File: config.mk
export PLATFORM = sky130hd
export DESIGN_NAME = wb_port_scheduler
export DESIGN_NICKNAME = d
export VERILOG_FILES = /design/src/rtl/wb_port_scheduler.sv
export SDC_FILE = /design/constraint.sdc
export NUM_CORES = 1
export LEC_CHECK = 0
export CORE_MARGIN = 2
export CORE_UTILIZATION = 53
export CTS_BUF_LIST = sky130_fd_sc_hd__clkbuf_2 sky130_fd_sc_hd__clkbuf_4 sky130_fd_sc_hd__clkbuf_8
export DETAILED_ROUTE_END_ITERATION = 7
export GPL_TIMING_DRIVEN = 0
export PLACE_DENSITY_LB_ADDON = 0.3
export SYNTH_ARGS = -nofsm -noshare
export SYNTH_HDL_FRONTEND = slang
export SYNTH_SLANG_ARGS = --single-unit
File: constraint.sdc
create_clock -name clk -period 5.72 [get_ports clk]
set_input_delay 1.144 -clock clk [delete_from_list [all_inputs] [get_ports clk]]
set_output_delay 1.144 -clock clk [all_outputs]
set_load 0.02 [all_outputs]
File: src/rtl/wb_port_scheduler.sv
// Regfile write-port scheduler: memory path wins, multiply results park in a FIFO.
// Optional statistics counters enabled by defining WB_SCHED_STATS_EN.
module wb_port_scheduler #(
    parameter int DATA_W       = 32,
    parameter int ADDR_W       = 5,
    parameter int DEPTH        = 8,
    parameter int STALL_MARGIN = 5
) (
    input  logic              clk,
    input  logic              reset,
    input  logic              dc_regwrite,
    input  logic [ADDR_W-1:0] dc_dst_reg,
    input  logic [DATA_W-1:0] dc_wdata,
    input  logic              m5_regwrite,
    input  logic [ADDR_W-1:0] m5_dst_reg,
    input  logic [DATA_W-1:0] m5_result,
    input  logic [ADDR_W-1:0] q1_reg,
    input  logic [ADDR_W-1:0] q2_reg,
    output logic              q1_pend,
    output logic              q2_pend,
    output logic              mul_stall,
    output logic              ovf,
    output logic              wb_regwrite,
    output logic [ADDR_W-1:0] wb_wreg,
    output logic [DATA_W-1:0] wb_wdata,
    output logic [15:0]       stat_conflicts,
    output logic [15:0]       stat_drains
);

    localparam int PTR_W = $clog2(DEPTH);
    localparam int CNT_W = PTR_W + 1;
    localparam logic [CNT_W-1:0] FULL_CNT  = CNT_W'(DEPTH);
    localparam logic [CNT_W-1:0] STALL_CNT = CNT_W'(DEPTH - STALL_MARGIN);

    logic [ADDR_W-1:0] dst_q  [DEPTH];
    logic [DATA_W-1:0] data_q [DEPTH];
    logic [DEPTH-1:0]  vld_q, vld_d;
    logic [PTR_W-1:0]  head_q, head_d;
    logic [PTR_W-1:0]  tail_q, tail_d;
    logic [CNT_W-1:0]  count_q, count_d;
    logic              ovf_q, ovf_d;
    logic              wb_we_q, wb_we_d;
    logic [ADDR_W-1:0] wb_reg_q, wb_reg_d;
    logic [DATA_W-1:0] wb_data_q, wb_data_d;

    logic dc_w, m5_w, fifo_ne, fifo_full;
    logic pop, push_req, push, drop, bypass;

    assign dc_w      = dc_regwrite && (dc_dst_reg != '0);
    assign m5_w      = m5_regwrite && (m5_dst_reg != '0);
    assign fifo_ne   = (count_q != '0);
    assign fifo_full = (count_q == FULL_CNT);
    assign pop       = !dc_w && fifo_ne;
    assign bypass    = !dc_w && !fifo_ne && m5_w;

    // The memory path is younger: a same-cycle multiply to its register is dead.
    assign push_req = m5_w && (dc_w ? (m5_dst_reg != dc_dst_reg) : fifo_ne);
    assign push     = push_req && (!fifo_full || pop);
    assign drop     = push_req && fifo_full && !pop;

    always_comb begin
        vld_d = vld_q;
        if (dc_w) begin
            for (int i = 0; i < DEPTH; i++) begin
                if (dst_q[i] == dc_dst_reg) vld_d[i] = 1'b0;
            end
        end
        if (pop)  vld_d[head_q] = 1'b0;
        if (push) vld_d[tail_q] = 1'b1;
    end

    always_comb begin
        head_d  = pop  ? head_q + PTR_W'(1) : head_q;
        tail_d  = push ? tail_q + PTR_W'(1) : tail_q;
        count_d = count_q + CNT_W'(push) - CNT_W'(pop);
        ovf_d   = ovf_q | drop;
    end

    always_comb begin
        wb_we_d   = 1'b0;
        wb_reg_d  = '0;
        wb_data_d = '0;
        unique case (1'b1)
            dc_w: begin
                wb_we_d   = 1'b1;
                wb_reg_d  = dc_dst_reg;
                wb_data_d = dc_wdata;
            end
            pop: begin
                wb_we_d   = vld_q[head_q];
                wb_reg_d  = vld_q[head_q] ? dst_q[head_q] : '0;
                wb_data_d = vld_q[head_q] ? data_q[head_q] : '0;
            end
            bypass: begin
                wb_we_d   = 1'b1;
                wb_reg_d  = m5_dst_reg;
                wb_data_d = m5_result;
            end
            default: ;
        endcase
    end

    always_comb begin
        q1_pend = 1'b0;
        q2_pend = 1'b0;
        for (int i = 0; i < DEPTH; i++) begin
            if (vld_q[i] && dst_q[i] == q1_reg) q1_pend = 1'b1;
            if (vld_q[i] && dst_q[i] == q2_reg) q2_pend = 1'b1;
        end
        if (q1_reg == '0) q1_pend = 1'b0;
        if (q2_reg == '0) q2_pend = 1'b0;
    end

    always_ff @(posedge clk or posedge reset) begin
        if (reset) begin
            vld_q     <= '0;
            head_q    <= '0;
            tail_q    <= '0;
            count_q   <= '0;
            ovf_q     <= 1'b0;
            wb_we_q   <= 1'b0;
            wb_reg_q  <= '0;
            wb_data_q <= '0;
        end else begin
            vld_q     <= vld_d;
            head_q    <= head_d;
            tail_q    <= tail_d;
            count_q   <= count_d;
            ovf_q     <= ovf_d;
            wb_we_q   <= wb_we_d;
            wb_reg_q  <= wb_reg_d;
            wb_data_q <= wb_data_d;
        end
    end

    // Payload needs no reset; slot liveness is tracked by vld_q alone.
    always_ff @(posedge clk) begin
        if (push) begin
            dst_q[tail_q]  <= m5_dst_reg;
            data_q[tail_q] <= m5_result;
        end
    end

    assign mul_stall   = (count_q >= STALL_CNT);
    assign ovf         = ovf_q;
    assign wb_regwrite = wb_we_q;
    assign wb_wreg     = wb_reg_q;
    assign wb_wdata    = wb_data_q;

`ifdef WB_SCHED_STATS_EN
    logic [15:0] conf_q, conf_d;
    logic [15:0] drn_q, drn_d;

    always_comb begin
        conf_d = conf_q;
        drn_d  = drn_q;
        if (dc_w && m5_w && conf_q != 16'hFFFF) conf_d = conf_q + 16'd1;
        if (pop && drn_q != 16'hFFFF)           drn_d  = drn_q + 16'd1;
    end

    always_ff @(posedge clk or posedge reset) begin
        if (reset) begin
            conf_q <= '0;
            drn_q  <= '0;
        end else begin
            conf_q <= conf_d;
            drn_q  <= drn_d;
        end
    end

    assign stat_conflicts = conf_q;
    assign stat_drains    = drn_q;
`else
    assign stat_conflicts = '0;
    assign stat_drains    = '0;
`endif

endmodule

## Yosys cells after proc, flatten, opt, wreduce, memory -nomap -nowiden

Memories as Yosys holds them, arrays and structs flattened.
Index checks and enable logic that the tools add are counted.

- Bits in registers: 57
- RAM bits: 296
- Input port bits: 88
- Output and inout bits: 74
- Logic and storage cells: 130
- Memories kept: 2

Memories:

| name | depth | bits a word | rd ports | clocked after memory_dff | wr ports | line | text |
|---|---|---|---|---|---|---|---|
| data_q | 8 | 32 | 1 | 0 | 1 | 36 | `logic [DATA_W-1:0] data_q [DEPTH];` |
| dst_q | 8 | 5 | 9 | 0 | 1 | 35 | `logic [ADDR_W-1:0] dst_q [DEPTH];` |

- $add $sub $neg: 4
- $lt $le $gt $ge: 5
- Eq/ne operators: 26
- Muxes and demuxes: 43
- Bitwise gates (word level): 4
- Reduce and logical (&&, ||, !) cells: 38

Operators with widths:

| operator | count |
|---|---|
| 5-bit equality test | 24 |
| 32-bit one-hot mux with 3 select lines | 1 |
| 1-bit 2-to-1 mux | 32 |
| 32-bit 2-to-1 mux | 1 |
| 1-bit logical AND | 27 |
| 8-bit 2-to-1 mux | 3 |
| 5-bit one-hot mux with 3 select lines | 1 |
| 5-bit zero test | 2 |
| 5-bit nonzero test | 2 |
| 8-bit bitwise AND | 1 |
| 3-bit by 4-bit less-than comparator with 1-bit output (second input constant) | 2 |
| 8-bit inverter | 1 |
| 8-bit bitwise OR | 1 |
| 3-bit by 1-bit adder with 3-bit output (second input constant) | 2 |
| 1-bit demux with 3-bit select | 2 |
| 3-bit by 1-bit greater-or-equal comparator with 1-bit output (second input constant) | 2 |
| 5-bit 2-to-1 mux | 1 |
| 5-bit != test | 1 |
| 4-bit by 1-bit adder with 4-bit output | 1 |
| 4-bit equality test (second input constant) | 1 |
| 4-bit by 2-bit greater-or-equal comparator with 1-bit output (second input constant) | 1 |
| 1-bit zero test | 4 |
| 4-bit nonzero test | 1 |
| 4-bit by 1-bit subtractor with 4-bit output | 1 |
| 5 further kinds | 5 |

## Longest topological paths before layout

An unclocked memory read counts as a cell.

- Depth after elaboration: 12
- Gate-level depth with buffers: 12
- Depth with buffers taken out: 11

## Least setup slack after synthesis

Ideal clock, no wire load.

- Kind: input to register
- Start point: input dc_dst_reg[2]
- End point: memory data_q[0][0] (enable)
- Setup time: 524 ps
- Data arrival time: 5944 ps
- Data required time: 5196 ps
- Path slack: -748 ps
- Stages on the path: 6
- Path buffers: 1
- Cell sequence: or4_4 -> o21ai_4 -> nand2_2 -> o22a_1 -> clkbuf_1 -> nor4_1

- Word-level cells in the longest chain between the ends: 8
- Elaborated cells between the ends (all ways): 11
- Those cells by class: eq/ne (1); mux (3); reduce/logical (7)

RTL lines:

| element | line | text |
|---|---|---|
| start: declaration | 12 | `input logic [ADDR_W-1:0] dc_dst_reg,` |
| 5-bit nonzero test | 49 | `assign dc_w = dc_regwrite && (dc_dst_reg != '0);` |
| 1-bit logical AND | 49 |  |
| 1-bit zero test | 53 | `assign pop = !dc_w && fifo_ne;` |
| 1-bit logical AND | 53 |  |
| 1-bit logical OR | 58 | `assign push = push_req && (!fifo_full \|\| pop);` |
| 1-bit logical AND (*) | 58 |  |
| 1-bit 2-to-1 mux (*) | 138 | `if (push) begin` |
| 1-bit 2-to-1 mux (not written as such) (*) | 140 | `data_q[tail_q] <= m5_result;` |
| end: declaration | 36 |  |

Every way passes the cells marked *; elsewhere a longest branch is shown, timed or not.

## Worst setup path in the final report

- Start point: input m5_dst_reg[2]
- End point: register count_q[3]

- Word-level cells in the longest chain between the ends: 6
- Elaborated cells between the ends (all ways): 8
- Those cells by class: add/sub (2); eq/ne (1); mux (1); reduce/logical (4)

RTL lines:

| element | line | text |
|---|---|---|
| start: declaration | 15 | `input logic [ADDR_W-1:0] m5_dst_reg,` |
| 5-bit != test / 5-bit nonzero test (equally long branches) | 57, 50 |  |
| 1-bit 2-to-1 mux / 1-bit logical AND (equally long branches) | 57, 50 |  |
| 1-bit logical AND (*) | 57 | `assign push_req = m5_w && (dc_w ? (m5_dst_reg != dc_dst_reg) : fifo_ne);` |
| 1-bit logical AND (*) | 58 |  |
| 4-bit by 1-bit adder with 4-bit output (*) | 75 | `count_d = count_q + CNT_W'(push) - CNT_W'(pop);` |
| 4-bit by 1-bit subtractor with 4-bit output (*) | 75 |  |
| via count_d[3] | 40 | `logic [CNT_W-1:0] count_q, count_d;` |
| end signal: assignment | 128 | `count_q <= count_d;` |
| end: declaration | 40 |  |

The timed path passes the listed nets; every way through them passes the cells marked *.
A chain may end at the register's enable or synchronous reset.

==> results.sh <==
export IMPL_fin_skew_ns=0.0269
export IMPL_synth_top_area_share_pct=56.9
export IMPL_ys_ff_latch=353
export IMPL_fp_dieW_um=176
export IMPL_final_max_slew_violation_count=0
export IMPL_post_route_util_pct=65.9
export IMPL_total_power_mw=8.69
export IMPL_gr_total_overflow=0
export IMPL_cts_num_sinks=353
export IMPL_synth_ff_type="edfxtp_1"
export IMPL_power_density_nw_per_um2=457
export IMPL_drv_cap=0
export IMPL_hpwlAfterDp_mm=26.1
export IMPL_first_pass_iters=5
export IMPL_areaGrowthSynthToFinish_pct=21.6
export IMPL_drcViolationCount=0
export IMPL_drive_gt1_share_pct=21.1
export IMPL_syn_area_um2=15600
export IMPL_design_area_um2=19000
export IMPL_vias=9512
export IMPL_clk_pin_slew_ns=0.06
export IMPL_synthArstFlopShare_pct=16.1
export IMPL_design_die_area_um2=30900
export IMPL_synth_most_common_cell="edfxtp_1"
export IMPL_path_cells="clkdlybuf4s50_1 > or4_1 > o21ai_1 > o22a_1 > clkbuf_1 > ha_1 > inv_1 > ha_1 > a21o_1 > a21oi_1 > xor2_1"
export IMPL_synth_top_area_cell="edfxtp_1"
export IMPL_grt_max_degree=37
export IMPL_hold_path_class="flop to flop"
export IMPL_grt_pass1_vias=9626
export IMPL_peakVddDrop_v=0.000252
export IMPL_antenna_found_initial=0
export IMPL_cts_tree="built"
export IMPL_max_slew_margin_pct=28.0
export IMPL_critPathLaunchType="input port"
export IMPL_dieHeight_um=176
export IMPL_nets=1281
export IMPL_initial_core_util_pct=54.1
export IMPL_hold_buffers=0
export IMPL_io_buffer_count=119
export IMPL_htreeDepth=2
export IMPL_crit_fanout=11
export IMPL_vias_per_cell=5.89
export IMPL_gp_congestion=0.964
export IMPL_ys_warn_count=0
export IMPL_fin_setup_tns_ns=0
export IMPL_dr_wl_met3_mm=3.14
export IMPL_highest_layer="met4"
export IMPL_cp_arrival_ns=5.01
export IMPL_fin_crit_ns=4.51
export IMPL_crit_top_cell="ha_1"
export IMPL_clk_latency_ns=0.59
export IMPL_drt_iter0_drc=976
export IMPL_yosysSeqAreaShare_pct=66.0
export IMPL_wl_mm=38.5
export IMPL_instances_no_fill=1615
export IMPL_wl_met1_mm=15.6
export IMPL_postPlaceCellArea_um2=17800
export IMPL_synth_edf_count=296
export IMPL_setup_viol=0
export IMPL_max_freq_mhz=222
export IMPL_crit_path_top_delay_cell="clkbuf_1"
export IMPL_critical_path_required_ns=6.22
export IMPL_num_rows=62
export IMPL_postCtsSetupBuffers=0
export IMPL_cts_resized_gates=0
export IMPL_crit_type="input port to flop"
export IMPL_cts_buffers=55
export IMPL_grt_usage_pct=25.2
export IMPL_clockRootBuffer="clkbuf_8"
export IMPL_fin_crit_sh_pct=78.8
export IMPL_dp_cells=1511
export IMPL_cts_buffer_depth=3
export IMPL_grt_first_pass_wirelength_mm=57.8
export IMPL_synth_cells=954
export IMPL_synth_avg_cell_area_um2=16.4
export IMPL_finalHoldViolCount=0
export IMPL_coreArea_um2=28900
export IMPL_wl_per_cell_um=23.8
export IMPL_worst_pin_slew_ns=1.08
export IMPL_slowest_delay_ns=0.70
export IMPL_synth_top_cells_by_count="edfxtp_1, xor2_1, mux4_2"
export IMPL_synth_cell_types=50
export IMPL_pin_count=162
export IMPL_wl_met2_mm=18.7
export IMPL_power_leakage_nw=6.75
export IMPL_insertedDiodeCount=0
export IMPL_rsz0062_at_grt="no"
export IMPL_worstSetupEndpointType="flop"
export IMPL_outcome="finished, final reports clean"
export IMPL_postRouteAntennaNets=0
export IMPL_yosys_top_cells_area="edfxtp_1, mux4_2, dfrtp_1"
## layout make-up
type / instances / area (um^2)
multi-input cells: 531 / 4960
fillers: 1980 / 9850
plain buffers: 92 / 493
clock buffers: 81 / 977
well taps: 384 / 480
repair buffers: 142 / 1520
clock inverters: 23 / 223
inverters: 9 / 33.8
flip-flops and latches: 353 / 10300
## logic make-up after synthesis
kind of cell | Yosys count | synth area share, %
xor+xnor | 129 | 7.23
mux | 117 | 13.5
other cells | 1 | 0.0240
buf+inv | 101 | 3.37
compound gates | 106 | 4.77
simple gates | 138 | 4.36
flops | 353 | 66.0
fa+ha+maj | 9 | 0.769
## layout by cell type (no fill, tap or decap), drive strengths merged, types with 7 or more instances in the layout
cell           count
clkdlybuf4s50    119
xnor2             40
mux2i             38
nor4              17
a22oi             15
o21ai             21
conb              32
mux4              74
dfrtp             57
clkbuf           116
edfxtp           296
ha                 8
a21oi             23
xor2              89
nor3              11
buf               80
nand3             25
nand2             12
clkinv            17
nand4              7
inv               10
nor2              53
o22a              25
## routing by layer
metal	up-vias	GRT usage (%)
met5	-	0
met2	487	40.6
met4	0	8.88
li1	4107	-
met3	76	3.90
met1	4842	35.5
## flip-flops by register name, summed over array words and instances (netlist names)
name         cells
dst_q           40
wb_wreg          5
wb_regwrite      1
tail_q           3
head_q           3
ovf              1
wb_wdata        32
data_q         256
count_q          4
vld_q            8
## critical path: cells and delay by family
family                     cells  cell delay (ns)
and+or+nand+nor                1             0.64
buffers and inverters          3             1.46
AOI/OAI and AO/OA              4             1.05
xor gates and xnor gates       1             0.15
adders and majority gates      2             0.55
## power by group
group / total (mW) / internal (mW) / switching (mW)
clock network: 2.24 / 1.28 / 0.956
logic: 2.99 / 1.33 / 1.66
registers: 3.46 / 3.26 / 0.203
total: 8.69 / 5.88 / 2.82
## through the flow
stage / hold WS, ns / setup slack (ns)
6_report: 0.553 / 1.21
5_1_grt: 0.596 / 1.05
4_1_cts: 0.547 / 1.31
3_5_place_dp: 0.531 / 0.731
3_3_place_gp: 0.525 / -3.30
2_1_floorplan: 0.501 / 0.226
## final timing paths
path / slack, ns / end / start / depth (start not counted)
worst max-delay path: 1.21 / count_q[3]$_DFF_PP0_ / m5_dst_reg[2] / 11
worst min-delay path: 0.55 / ovf$_DFF_PP0_ / ovf$_DFF_PP0_ / 2
worst max register to register: 2.45 / data_q[1][20]$_DFFE_PP_ / count_q[2]$_DFF_PP0_ / 9
worst min register to register: 0.55 / ovf$_DFF_PP0_ / ovf$_DFF_PP0_ / 2
max in group asynchronous: 4.19 / wb_wdata[21]$_DFF_PP0_ / reset / 3
min in group asynchronous: 0.91 / wb_wdata[25]$_DFF_PP0_ / reset / 2
Power figures use the tool's default switching activity.
==> variant (config.mk and constraints unchanged) <==
`ADDR_W`: 5 -> 6.
--- a/src/rtl/wb_port_scheduler.sv
+++ b/src/rtl/wb_port_scheduler.sv
@@ -2,7 +2,7 @@
 // Optional statistics counters enabled by defining WB_SCHED_STATS_EN.
 module wb_port_scheduler #(
     parameter int DATA_W       = 32,
-    parameter int ADDR_W       = 5,
+    parameter int ADDR_W       = 6,
     parameter int DEPTH        = 8,
     parameter int STALL_MARGIN = 5
 ) (
Ports: changed (5 resized); port bits go from 162 to 167. The function was not compared with the original's and may differ.
==> variant against the original RTL <==
  * First-iteration DRC count grew 3.3%
  * Sequential cell count grew 9
  * Clock skew shrank 0.0016 ns
  * Synthesized cell count shrank 0.31%
  * Fmax shrank 1.7%
  * Area after synthesis grew 2.6%
  * Hold slack lost 0.027 ns
  * Final area grew 2.5%
  * Final cell count grew 0.68%
  * Wire length grew 6.5%
  * Worst setup slack lost 0.078 ns
  * Power grew 4.6%
  * Sequential power grew 5%
  * Critical path type is now in2out
  * Largest cell class unchanged
==> variant: results (changes against the original RTL) <==
| Metric | Value |
|---|---|
| Biggest register | `data_q` |
| Layout cell share with drive strength beyond 1 | `0.213 (+0.00157)` |
| Worst-skew pair later-pin latency | `0.59 ns (about the same)` |
| Synth cell types | `45 (-10%)` |
| FFs w/ async S/R, synth | `0.160 (-0.00125)` |
| Reg2reg setup slack | `2.16 ns (-0.29 ns)` |
| Ranking of synthesized cells by instance count | `304 x edfxtp_1, 78 x mux4_2, 78 x xor2_1, 77 x xnor2_1, 58 x dfrtp_1` |
| H-tree levels | `2 (unchanged)` |
| Top delay family on crit path | `buffers and inverters` |
| EDFF count, synth | `304 (+2.7%)` |
| Post-synthesis compound-gate area fraction | `0.0424 (-0.00536)` |
| Adder-Cell Fraction of Synth Area | `0.00749 (-0.000197)` |
| Diode count | `0 (unchanged)` |
| Max IR drop VDD | `0.247 mV (-1.7%)` |
| Relative slew margins | `0.358 (+0.0771)` |
| Met1 global-route usage | `0.366 (+0.0112)` |
| DR pass1 iterations | `5 (unchanged)` |
| Final nets | `1,288 (+0.55%)` |
| Initial antenna violation count | `1 (+1)` |
| Syn. warnings | `0 (unchanged)` |
| Routed WL | `41,000 um (+6.5%)` |
| Number of global-route vias before repair | `9,700 (+0.77%)` |
| M2 GR Usage | `0.423 (+0.0161)` |
| Min-delay worst type | `reg2reg` |
| Detailed Place HPWL | `27,600 um (+5.6%)` |
| Initial DRC Count | `1,008 (+3.3%)` |
| Largest net degree at the start of global routing | `59 (+59%)` |
| Mux cell area share after synthesis | `0.135 (+0.000680)` |
| GP Congestion | `0.884 (-8.3%)` |
| Top post-synthesis cells by area | `edfxtp_1 57%, mux4_2 11%, dfrtp_1 9.1%` |
| Sequential share of the synthesized area | `0.660 (about the same)` |
| Max FFs per register | `256 (unchanged)` |
| Outcome | `completed` |
| First-pass GRT wire length | `60,500 um (+4.6%)` |
| Pleak | `6.80 nW (+0.68%)` |
| Predominant post-synthesis flop cell | `edfxtp_1` |
| Total global-route track usage | `0.265 (+0.0124)` |
| Post-Synth XOR/XNOR Area | `0.0847 (+0.0123)` |
| Postcts setup bufs | `0 (unchanged)` |
| Num CTS Buffers | `58 (+5.5%)` |
| Slowest cell delay on critical path | `0.63 ns (-0.07 ns)` |
| Worst slack, placed | `0.743 ns (+0.0121 ns)` |
| Avg Vias per Cell | `5.92 (+0.52%)` |
| CP max stage cell | `clkdlybuf4s50_1` |
| Clock slew seen by the registers of the worst setup and hold paths | `0.06 ns (about the same)` |
| Clock root buffer | `clkbuf_8` |
| Longest Clk Path Bufs | `3 (unchanged)` |
| CTS resizes | `0 (unchanged)` |
| Max frequency | `0.218 GHz (-1.7%)` |
| Worst Skew | `0.0253 ns (-0.00164 ns)` |
| PortBufs | `121 (+1.7%)` |
| Final Max Slew Viols | `0 (unchanged)` |
| Critical-path maximum fanout | `9 (-2)` |
| Met3 Usage GRT | `0.0613 (+0.0223)` |
variant: cell types whose count changed in the layout (fill, tap and decap cells not counted), moves of 7 or more:
| cell | before | now |
|---|---|---|
| nor4_1 | 16 | 24 |
| buf_1 | 3 | 10 |
| a22oi_1 | 15 | 27 |
| o21ai_0 | 1 | 30 |
| edfxtp_1 | 296 | 304 |
| a21oi_1 | 23 | 9 |
| o22a_1 | 25 | 5 |
| nand4_1 | 6 | 24 |
| nor2_1 | 49 | 21 |
| xor2_1 | 89 | 78 |
| nand3_1 | 25 | 2 |
| xnor2_1 | 40 | 77 |
| o21ai_1 | 19 | 0 |
variant: stage by stage:
step	std cells	power (mW)	hold WS, ns	TNS [ns]	cell area, um^2
floorplan	982	5.57	0.504	0	16200
CTS	1626	9.15	0.528	0	19500
global route	1626	9.49	0.541	0	19500
detailed placement	1517	6.77	0.514	0	18200
global placement	1493	6.65	0.518	-691.35	17900
finish	1626	9.09	0.526	0	19500
variant: kinds of logic after synthesis:
family / after synthesis
flip-flops: 362
XOR/XNOR: 155
multiplexers: 119
AND/OR/NAND/NOR: 109
AO/OA/AOI/OAI: 98
buffers and inverters: 98
adder cells (fa/ha/maj): 9
other: 1
variant: path summary, 6_finish.rpt:
kind                            start      endpoint  cells after the start
max                         q1_reg[4]       q1_pend                      7
min                               ovf           ovf                      1
max reg2reg                count_q[2]    count_q[3]                     13
min reg2reg                       ovf           ovf                      1
max in group asynchronous       reset    wb_wreg[5]                      2
min in group asynchronous       reset  wb_wdata[19]                      2
variant: area by class of cell:
class | instances | area, um^2
inverter | 6 | 25.0
buffer | 92 | 498
multi-input combinational | 522 | 5110
sequential | 362 | 10600
tap | 390 | 488
clock buffer | 87 | 1040
clock inverter | 22 | 233
fill | 2080 | 10200
timing repair buffer | 145 | 1510
variant: power by group:
part / switching (mW) / internal [mW] / leakage, nW / total, mW
clock: 0.987 / 1.39 / 0.675 / 2.38
combinational: 1.68 / 1.39 / 2.66 / 3.07
sequential: 0.250 / 3.40 / 3.46 / 3.65
variant: metal layers:
metal	share of wire	routed length (um)
met1	0.40	16400
met2	0.48	19700
met3	0.098	4020
met4	0.022	918
met5	0.00032	13
